## config.mk

```make
export PLATFORM = sky130hd
export DESIGN_NAME = instr_sequencer_flat
export DESIGN_NICKNAME = d
export VERILOG_FILES = /design/src/rtl/instr_sequencer_pkg.sv /design/src/rtl/instr_sequencer_if.sv /design/src/rtl/instr_sequencer_decode.sv /design/src/rtl/instr_sequencer.sv /design/src/flat_wrapper.sv
export SDC_FILE = /design/constraint.sdc
export NUM_CORES = 1
export LEC_CHECK = 0
export ABC_AREA = 1
export ABC_CLOCK_PERIOD_IN_PS = 1800
export BUFFER_PORTS_ARGS = -buffer_cell sky130_fd_sc_hd__buf_2
export CAP_MARGIN = 20
export CELL_PAD_IN_SITES_DETAIL_PLACEMENT = 1
export CELL_PAD_IN_SITES_GLOBAL_PLACEMENT = 1
export CORE_AREA = 4 4 93 73
export CTS_BUF_LIST = sky130_fd_sc_hd__clkbuf_2 sky130_fd_sc_hd__clkbuf_4 sky130_fd_sc_hd__clkbuf_8
export CTS_CLUSTER_DIAMETER = 120
export CTS_CLUSTER_SIZE = 20
export DETAILED_ROUTE_END_ITERATION = 16
export DIE_AREA = 0 0 97 77
export HOLD_SLACK_MARGIN = 0.03
export PLACE_DENSITY_LB_ADDON = 0.1
export SLEW_MARGIN = 30
export SYNTH_ARGS = -nofsm -noshare
export SYNTH_HDL_FRONTEND = slang
export SYNTH_SLANG_ARGS = --single-unit
```

## constraint.sdc

```tcl
create_clock -name clk -period 1.8 [get_ports clk]
set_input_delay 0.54 -clock clk [delete_from_list [all_inputs] [get_ports clk]]
set_output_delay 0.54 -clock clk [all_outputs]
set_load 0.02 [all_outputs]
```

## src/rtl/instr_sequencer_pkg.sv

```systemverilog
// Shared definitions for the instruction sequencer: FSM states, opcode and
// opext field values, the halt word and the decoded-instruction record.
// Optional feature macro: SEQ_HALT_EN (adds the HALT state).
package instr_sequencer_pkg;

    typedef enum logic [2:0] {
        ST_IDLE,
        ST_FETCH,
        ST_DECODE,
        ST_EXECUTE,
        ST_WRITEBACK
`ifdef SEQ_HALT_EN
        , ST_HALT
`endif
    } state_t;

    // Opcode field [15:12]
    localparam logic [3:0] OP_RTYPE = 4'h0;
    localparam logic [3:0] OP_ANDI  = 4'h1;
    localparam logic [3:0] OP_ORI   = 4'h2;
    localparam logic [3:0] OP_XORI  = 4'h3;
    localparam logic [3:0] OP_ADDI  = 4'h5;
    localparam logic [3:0] OP_SUBI  = 4'h9;
    localparam logic [3:0] OP_CMPI  = 4'hB;
    localparam logic [3:0] OP_MOVI  = 4'hD;
    localparam logic [3:0] OP_LUI   = 4'hF;

    // Opext field [7:4] for R-type instructions
    localparam logic [3:0] EXT_AND = 4'h1;
    localparam logic [3:0] EXT_OR  = 4'h2;
    localparam logic [3:0] EXT_XOR = 4'h3;
    localparam logic [3:0] EXT_ADD = 4'h5;
    localparam logic [3:0] EXT_SUB = 4'h9;
    localparam logic [3:0] EXT_CMP = 4'hB;
    localparam logic [3:0] EXT_MOV = 4'hD;

    localparam logic [15:0] HALT_WORD = 16'hFFFF;

    typedef struct packed {
        logic [3:0]  ra1;
        logic [3:0]  ra2;
        logic [3:0]  aluop;
        logic [3:0]  opext;
        logic        imm_sel;
        logic [15:0] imm;
        logic        is_write;
        logic        is_flag;
    } decode_t;

    // True for R-type opext values that the ALU implements.
    function automatic logic is_alu_ext(input logic [3:0] ext);
        return (ext == EXT_AND) || (ext == EXT_OR)  || (ext == EXT_XOR) ||
               (ext == EXT_ADD) || (ext == EXT_SUB) || (ext == EXT_CMP) ||
               (ext == EXT_MOV);
    endfunction

    // True for R-type opext values that update the PSR.
    function automatic logic is_flag_ext(input logic [3:0] ext);
        return (ext == EXT_ADD) || (ext == EXT_SUB) || (ext == EXT_CMP);
    endfunction

endpackage

```

## src/rtl/instr_sequencer_if.sv

```systemverilog
// Instruction-memory fetch bus: request/address out of the sequencer,
// valid/data back from memory.
interface instr_sequencer_if;

    logic        imem_req;
    logic [15:0] imem_addr;
    logic        imem_valid;
    logic [15:0] imem_rdata;

    modport master (
        output imem_req,
        output imem_addr,
        input  imem_valid,
        input  imem_rdata
    );

    modport slave (
        input  imem_req,
        input  imem_addr,
        output imem_valid,
        output imem_rdata
    );

endinterface

```

## src/rtl/instr_sequencer_decode.sv

```systemverilog
// Purely combinational instruction decoder: IR -> register addresses, ALU
// control fields, extended immediate and write/flag classification.
module instr_decode
    import instr_sequencer_pkg::*;
(
    input  logic [15:0] ir,
    output decode_t     dec
);

    // Field extraction and immediate extension; unknown encodings decode as NOP.
    always_comb begin
        dec = '0;
        case (ir[15:12])
            OP_RTYPE: begin
                dec.aluop = OP_RTYPE;
                dec.opext = ir[7:4];
                dec.ra1   = ir[3:0];
                dec.ra2   = ir[11:8];
                if (is_alu_ext(ir[7:4])) begin
                    dec.is_write = (ir[7:4] != EXT_CMP);
                    dec.is_flag  = is_flag_ext(ir[7:4]);
                end
            end
            OP_ANDI, OP_ORI, OP_XORI, OP_MOVI: begin
                dec.aluop    = ir[15:12];
                dec.ra2      = ir[11:8];
                dec.imm_sel  = 1'b1;
                dec.imm      = {8'h00, ir[7:0]};
                dec.is_write = 1'b1;
            end
            OP_ADDI, OP_SUBI, OP_CMPI: begin
                dec.aluop    = ir[15:12];
                dec.ra2      = ir[11:8];
                dec.imm_sel  = 1'b1;
                dec.imm      = {{8{ir[7]}}, ir[7:0]};
                dec.is_write = (ir[15:12] != OP_CMPI);
                dec.is_flag  = 1'b1;
            end
            OP_LUI: begin
                dec.aluop    = ir[15:12];
                dec.ra2      = ir[11:8];
                dec.imm_sel  = 1'b1;
                dec.imm      = {ir[7:0], 8'h00};
                dec.is_write = 1'b1;
            end
            default: begin
                dec = '0;
            end
        endcase
    end

endmodule

```

## src/rtl/instr_sequencer.sv

```systemverilog
// Multicycle fetch/decode/execute/writeback sequencer for the 16-bit
// datapath. Holds the FSM, instruction register and program counter; field
// decoding lives in instr_decode.
// Optional feature macro: SEQ_HALT_EN (IR == 16'hFFFF enters a sticky HALT).
module instr_sequencer
    import instr_sequencer_pkg::*;
#(
    parameter logic [15:0] RESET_PC = 16'h0000
) (
    input  logic                clk,
    input  logic                reset,
    instr_sequencer_if.master   imem,
    output logic [3:0]          ra1,
    output logic [3:0]          ra2,
    output logic [3:0]          wa,
    output logic                regwrite,
    output logic [3:0]          aluop,
    output logic [3:0]          opext,
    output logic                imm_sel,
    output logic [15:0]         imm,
    output logic                psr_we,
    output logic                halted
);

    state_t      state;
    logic [15:0] ir;
    logic [15:0] pc;
    logic        req_q;
    logic        psr_we_q;
    logic        regwrite_q;
    decode_t     dec;
`ifdef SEQ_HALT_EN
    logic        halted_q;
`endif

    instr_decode u_decode (
        .ir  (ir),
        .dec (dec)
    );

    // Sequencing FSM with registered request and write strobes; reset clears
    // the strobes immediately so no partial writeback can happen.
    always_ff @(posedge clk or posedge reset) begin
        if (reset) begin
            state      <= ST_IDLE;
            ir         <= '0;
            pc         <= RESET_PC;
            req_q      <= 1'b0;
            psr_we_q   <= 1'b0;
            regwrite_q <= 1'b0;
`ifdef SEQ_HALT_EN
            halted_q   <= 1'b0;
`endif
        end else begin
            psr_we_q   <= 1'b0;
            regwrite_q <= 1'b0;
            case (state)
                ST_IDLE: begin
                    state <= ST_FETCH;
                    req_q <= 1'b1;
                end
                ST_FETCH: begin
                    if (imem.imem_valid) begin
                        ir    <= imem.imem_rdata;
                        pc    <= pc + 16'd1;
                        req_q <= 1'b0;
                        state <= ST_DECODE;
                    end
                end
                ST_DECODE: begin
`ifdef SEQ_HALT_EN
                    if (ir == HALT_WORD) begin
                        state    <= ST_HALT;
                        halted_q <= 1'b1;
                    end else begin
                        state    <= ST_EXECUTE;
                        psr_we_q <= dec.is_flag;
                    end
`else
                    state    <= ST_EXECUTE;
                    psr_we_q <= dec.is_flag;
`endif
                end
                ST_EXECUTE: begin
                    state      <= ST_WRITEBACK;
                    regwrite_q <= dec.is_write;
                end
                ST_WRITEBACK: begin
                    state <= ST_FETCH;
                    req_q <= 1'b1;
                end
`ifdef SEQ_HALT_EN
                ST_HALT: begin
                    state <= ST_HALT;
                end
`endif
                default: begin
                    state <= ST_IDLE;
                    req_q <= 1'b0;
                end
            endcase
        end
    end

    assign imem.imem_req  = req_q;
    assign imem.imem_addr = pc;

    assign ra1      = dec.ra1;
    assign ra2      = dec.ra2;
    assign wa       = dec.ra2;
    assign aluop    = dec.aluop;
    assign opext    = dec.opext;
    assign imm_sel  = dec.imm_sel;
    assign imm      = dec.imm;
    assign psr_we   = psr_we_q;
    assign regwrite = regwrite_q;
`ifdef SEQ_HALT_EN
    assign halted   = halted_q;
`else
    assign halted   = 1'b0;
`endif

endmodule

```

## src/flat_wrapper.sv

```systemverilog
// flat-port wrapper written by rule: the top's interface ports become plain ports
module instr_sequencer_flat import instr_sequencer_pkg::*;
#(
    parameter logic [15:0] RESET_PC = 16'h0000
)
  (clk, reset, ra1, ra2, wa, regwrite, aluop, opext, imm_sel, imm, psr_we, halted, imem_imem_req, imem_imem_addr, imem_imem_valid, imem_imem_rdata);
  instr_sequencer_if imem_i ();
  input  logic clk;
  input  logic reset;
  output logic [3:0] ra1;
  output logic [3:0] ra2;
  output logic [3:0] wa;
  output logic regwrite;
  output logic [3:0] aluop;
  output logic [3:0] opext;
  output logic imm_sel;
  output logic [15:0] imm;
  output logic psr_we;
  output logic halted;
  output wire logic [$bits(imem_i.imem_req)-1:0] imem_imem_req;
  output wire logic [$bits(imem_i.imem_addr)-1:0] imem_imem_addr;
  input wire logic [$bits(imem_i.imem_valid)-1:0] imem_imem_valid;
  input wire logic [$bits(imem_i.imem_rdata)-1:0] imem_imem_rdata;
  assign imem_imem_req = imem_i.imem_req;
  assign imem_imem_addr = imem_i.imem_addr;
  assign imem_i.imem_valid = imem_imem_valid;
  assign imem_i.imem_rdata = imem_imem_rdata;
  instr_sequencer #(.RESET_PC(RESET_PC)) u_core (.clk(clk), .reset(reset), .imem(imem_i), .ra1(ra1), .ra2(ra2), .wa(wa), .regwrite(regwrite), .aluop(aluop), .opext(opext), .imm_sel(imm_sel), .imm(imm), .psr_we(psr_we), .halted(halted));
endmodule
```

======== Word level (Yosys, flattened, before mapping) ========
Cells that the tools add are included.
storage, ports and cells
  register bits after elaboration ......... 38
  word-level logic and storage cells ...... 61
cells by class
  mux-type cells .......................... 13
  $add $sub $neg .......................... 1
  reductions and logical operators ........ 18
  bitwise gates (word level) .............. 1
  equal/unequal tests ..................... 22
operators with widths
  cell                   number
  $pmux 17 s3            1
  $eq 4x4->1 const B     7
  $add 16x1->16 const B  1
  $eq 4x2->1 const B     4
  $pmux 8 s2             1
  $pmux 3 s4             1
  $eq 4x1->1 const B     2
  $eq 4x3->1 const B     2
  $logic_or 1x1->1       8
  $mux 4                 2
  $ne 4x4->1 const B     2
  $reduce_or 8->1        1
  $eq 3x2->1 const B     2
  $pmux 1 s3             2
  $reduce_or 5->1        1
  $logic_not 4->1        1
  $reduce_and 2->1       2
  $reduce_or 2->1        2
  $reduce_or 4->1        1
  $eq 3x1->1 const B     1
  $eq 3x3->1 const B     1
  $logic_not 3->1        1
  $mux 1                 3
  $mux 3                 1
  5 further kinds        5

======== Depth between registers and ports, before layout ========
  depth after elaboration ................. 10
  gate-level depth with buffers ........... 9

======== Cells and area by module ========
From an unflattened synthesis, not the netlist that was laid out.
unflattened totals
  cell total of the unflattened synthesis .. 289
  area, all modules ....................... 2,187.1 µm²
by module, submodules not included
  module           cells an instance  seq. area each (µm²)  area each (µm²)  times used
  instr_sequencer  211                950.9                 1,800.5          1
  instr_decode     78                 0.0                   386.6            1

======== Worst setup path before layout ========
Ideal clock, no wire load.
  path kind ............................... register to output
  from .................................... register u_core.ir[15]
  to ...................................... output port wa[0]
  arrival time ............................ 1,237 ps
  setup slack ............................. 23 ps
  data required time ...................... 1,260 ps
  stages on the path, launching flop included .. 9
  cell sequence ........................... dfrtp_1 > nor2_2 > nand2_1 > nand2_1 > nor2_1 > nand2_1 > nand2_1 > inv_1 > buf_4
between the ends
  cells in the longest elaborated chain, start to end .. 3
  elaborated cells on any way between the ends .. 11
  classes of those cells .................. eq/ne: 8; mux: 1; reduce/logical: 2
RTL lines
  what                                      line                          text
  from (decl)                               instr_sequencer.sv:26         logic [15:0] ir;
  from (signal assigned)                    instr_sequencer.sv:64         ir <= imem.imem_rdata;
  $eq 4x4->1, or another cell as far along  instr_sequencer_decode.sv:13  case (ir[15:12])
  $reduce_or 8->1 (no source line)          n/a
  $pmux 8 s2 *                              instr_sequencer_decode.sv:13
  to (decl)                                 flat_wrapper.sv:12            output logic [3:0] wa;
Every way passes the cells marked *; elsewhere a longest branch is shown, timed or not.

======== Worst setup path in the final report ========
  from .................................... register u_core.ir[13]
  to ...................................... output port wa[3]
The elaborated chain is that of the path after synthesis.

==> metrics.md <==
| Metric | Value |
|---|---|
| Unrepaired setup endpoints after global routing | yes |
| Most frequent standard cell in the layout excluding fill and tap cells | nand2_1 |
| Worst reg-to-reg path cell count | 8 |
| Non-Filler Cell Area, Final | 0.00299 mm² |
| Total gr overflow | 0 |
| Most used cells in the layout excluding fill and tap cells | 80 x nand2_1, 41 x buf_2, 36 x dfrtp_1, 31 x inv_1, 25 x buf_4 |
| Result of the run | complete, but fails checks |
| Final weighted congestion in routability-driven placement | 0.800 |
| Initial antenna violation count | 0 |
| Half-perimeter wire length after detailed placement | 4.58 mm |
| Total instance count after detailed placement | 431 |
| Total internal power | 2720 µW |
| Number of global-route vias before repair | 2132 |
| 1st-pass router iterations | 4 |
| Max-capacitance violation count | 0 |
| Achievable Freq | 495 MHz |
| Detailed-route DRC error count | 0 |
| Chip Width | 97 µm |
| Max Fanout on Critical Path | 4 |
| Final antenna diode count | 0 |
| Clock Skew | 0.00333 ns |
| Length of routed wiring on met1 | 3.14 mm |
| CTS HTree Levels | 2 |
| Die Span Y | 77 µm |
| Floorplan die area | 0.00747 mm² |
| Post-Syn Area | 0.00209 mm² |
| Buffer type at the clock tree root | clkbuf_8 |
| Net switching component of the power | 2460 µW |
| Clock tree from TritonCTS | done |
| Min-delay worst type | in2async |
| Largest net degree at the start of global routing | 39 |
| Number of sinks driven by the clock tree | 38 |
| Uppermost layer routed | met4 |
| Worst ir drop on vdd | 0.000750 V |
| Maximum buffer depth of the clock tree | 2 |
| Overall power after layout | 5190 µW |
| Input/output buffers | 74 |
| Final Net Count | 387 |
| Fraction of layout cells with a size suffix above 1 | 37.9% |
| Launch point of the worst reg-to-reg path | u_core.ir[15] |
| P_leak | 0.00154 µW |
| Cell row count | 24 |
| Startpoint class of the critical path | flip-flop |
| Via count | 2093 |
| Setup Crit Path Kind | reg2out |
| Reg-to-reg endpoint | u_core.regwrite |
| Global-route wire length before repair | 10.3 mm |
| Final cell count without fillers | 445 |
| First-iteration detailed-routing DRC count | 67 |
| Vias per Instance | 4.70 |
| TritonCTS Buffers | 5 |
| Worst reg-to-reg setup slack | 0.20 ns |
| Ratio of final minimum period to clock period | 112% |
| Number of nets produced by synthesis | 302 |
| Sequential fraction of the synthesis area | 45.5% |
| Post-CTS clock slew at the launch and capture registers of the worst setup and hold paths | 0.07 ns |
| Post-layout minimum cycle time | 2.02 ns |
| Std-Cell Core Area | 0.00580 mm² |
| Final hold violation count | 0 |
| Average footprint of a synthesized cell | 7.41 µm² |
| Worst Path Arrival | 1.48 ns |
| Flops & latches, synth | 38 |
| Metal2 WL | 2.92 mm |
| Violated checks | negative setup slack |
| Flop pwr share | 27.0% |
| Routed length per placed instance | 14.3 µm |
| # hold bufs at CTS | 0 |
| Combinational power share | 61.8% |
| Layout area overhead | 42.9% |
| Library cells used by synthesis | 25 |
| Number of instances in the synthesized netlist | 282 |
| Capturing element type of the critical path | output pin |
| Clock insertion delay at the later pin of the skew report | 0.28 ns |
| Met3 WL post-DR | 252 µm |
| Number of ports placed on the die boundary | 76 |
| Endpoint required time on the critical path | 1.26 ns |
| Synthesis warning total | 0 |
| Post-Route Setup TNS | -6.35 ns |
| GRT Total Usage | 16.7% |
| Starting density of the core | 36.1% |
| Final wirelength | 6.37 mm |
| Worst-case setup margin in the final layout | -0.220 ns |
| Power density cells | 1740 mW/mm² |
| Number of routed nets with antenna violations | 0 |
| Final Max Tran Viols | 0 |
| Clock network power share | 11.2% |
| Placed cell area | 0.00255 mm² |
| Number of endpoints failing setup at the final stage | 35 |
| Share of total power consumed by net switching | 47.5% |
==> cells in the mapped netlist <==
library cell	instances	area, µm²
nor2_1	33	124
ha_1	1	12.5
xor2_1	2	17.5
inv_2	2	7.51
nor2_2	2	12.5
nand3_1	11	55.1
dfrtp_1	38	951
nand3_4	1	17.5
buf_6	3	33.8
inv_1	39	146
nand3_2	2	20.0
conb_1	1	3.75
xnor2_1	5	43.8
o21ai_1	3	15.0
o221ai_1	1	8.76
a21oi_1	3	15.0
nand2_1	90	338
nand4_1	6	37.5
nor3_1	2	10.0
nor2_4	3	33.8
o211a_1	1	10.0
clkinv_1	1	3.75
clkbuf_1	1	3.75
o21ai_0	25	125
buf_4	6	45.0
==> how the worst max path moves through the flow <==
stage	start	end	depth (start not counted)
floorplan	u_core.ir[15]	wa[0]	8
global placement	u_core.ir[14]	wa[2]	8
detailed placement	u_core.ir[14]	ra2[2]	8
CTS	u_core.ir[14]	ra2[2]	8
global route	u_core.ir[15]	imm[4]	6
finish	u_core.ir[13]	wa[3]	8
==> sequential cells by signal, indices dropped and copies added (netlist names) <==
signal                 flops
u_core.imem.imem_addr     16
u_core.ir                 16
u_core.state               3
u_core.imem.imem_req       1
u_core.psr_we              1
u_core.regwrite            1
==> metrics by stage <==
| step | hold WS, ns | setup slack [ns] | util [%] |
|---|---|---|---|
| finish | 0.298 | -0.220 | 51.6 |
| detailed placement | 0.476 | 0.00404 | 44.1 |
| global route | 0.319 | -0.290 | 51.6 |
| floorplan | 0.449 | 0.0232 | - |
| CTS | 0.303 | -0.226 | 48.1 |
| global placement | 0.470 | 0.0369 | 44.1 |
==> power groups by stage <==
stage | logic (µW) | clock network, µW | registers, µW
finish | 3200 | 583 | 1400
global route | 3430 | 642 | 1440
CTS | 2770 | 612 | 1370
detailed placement | 2380 | 0 | 1380
global placement | 2350 | 0 | 1370
floorplan | 1580 | 0 | 1420
==> per-layer routing <==
| layer | global-route usage (%) | vias to the layer above |
|---|---|---|
| met1 | 23.6 | 1009 |
| li1 | - | 1037 |
| met4 | 4.35 | 0 |
| met5 | 0 | - |
| met2 | 26.0 | 43 |
| met3 | 3.54 | 4 |
==> area by class of cell <==
cell class                 instances  area (µm²)
multi-input combinational        192        1020
timing repair buffer              88         676
inverter                          42         158
sequential                        38         953
fill                             733        2810
clock buffer                       7        83.8
tap                               78        97.6
==> critical path: stages (launching register included) <==
cell and delay (ns):
dfrtp_1 0.43, nand2_2 0.12, nand2_2 0.09, nand2_2 0.08
nor2_4 0.17, nand2_4 0.09, nand2_2 0.07, inv_2 0.04
buf_6 0.12
==> timing repair <==
action | CTS | global route
setup endpoints to repair | 35 | 37
endpoints found under the hold margin | 0 | 0
pin swaps | 4 | 7
gates cloned | 0 | 1
buffers inserted | 3 | 3
gates resized for setup | 55 | 48
==> cells by family (layout without fill, tap and decap cells) <==
| logic type | Yosys count | count (layout) | synth area share (%) |
|---|---|---|---|
| flops | 38 | 38 | 45.5 |
| other cells | 1 | 1 | 0.179 |
| compound gates | 33 | 33 | 8.32 |
| xor+xnor | 7 | 7 | 2.93 |
| fa+ha+maj | 1 | 1 | 0.598 |
| simple gates | 150 | 150 | 31.0 |
| buf+inv | 52 | 137 | 11.5 |
(Power assumes the default switching activity.)
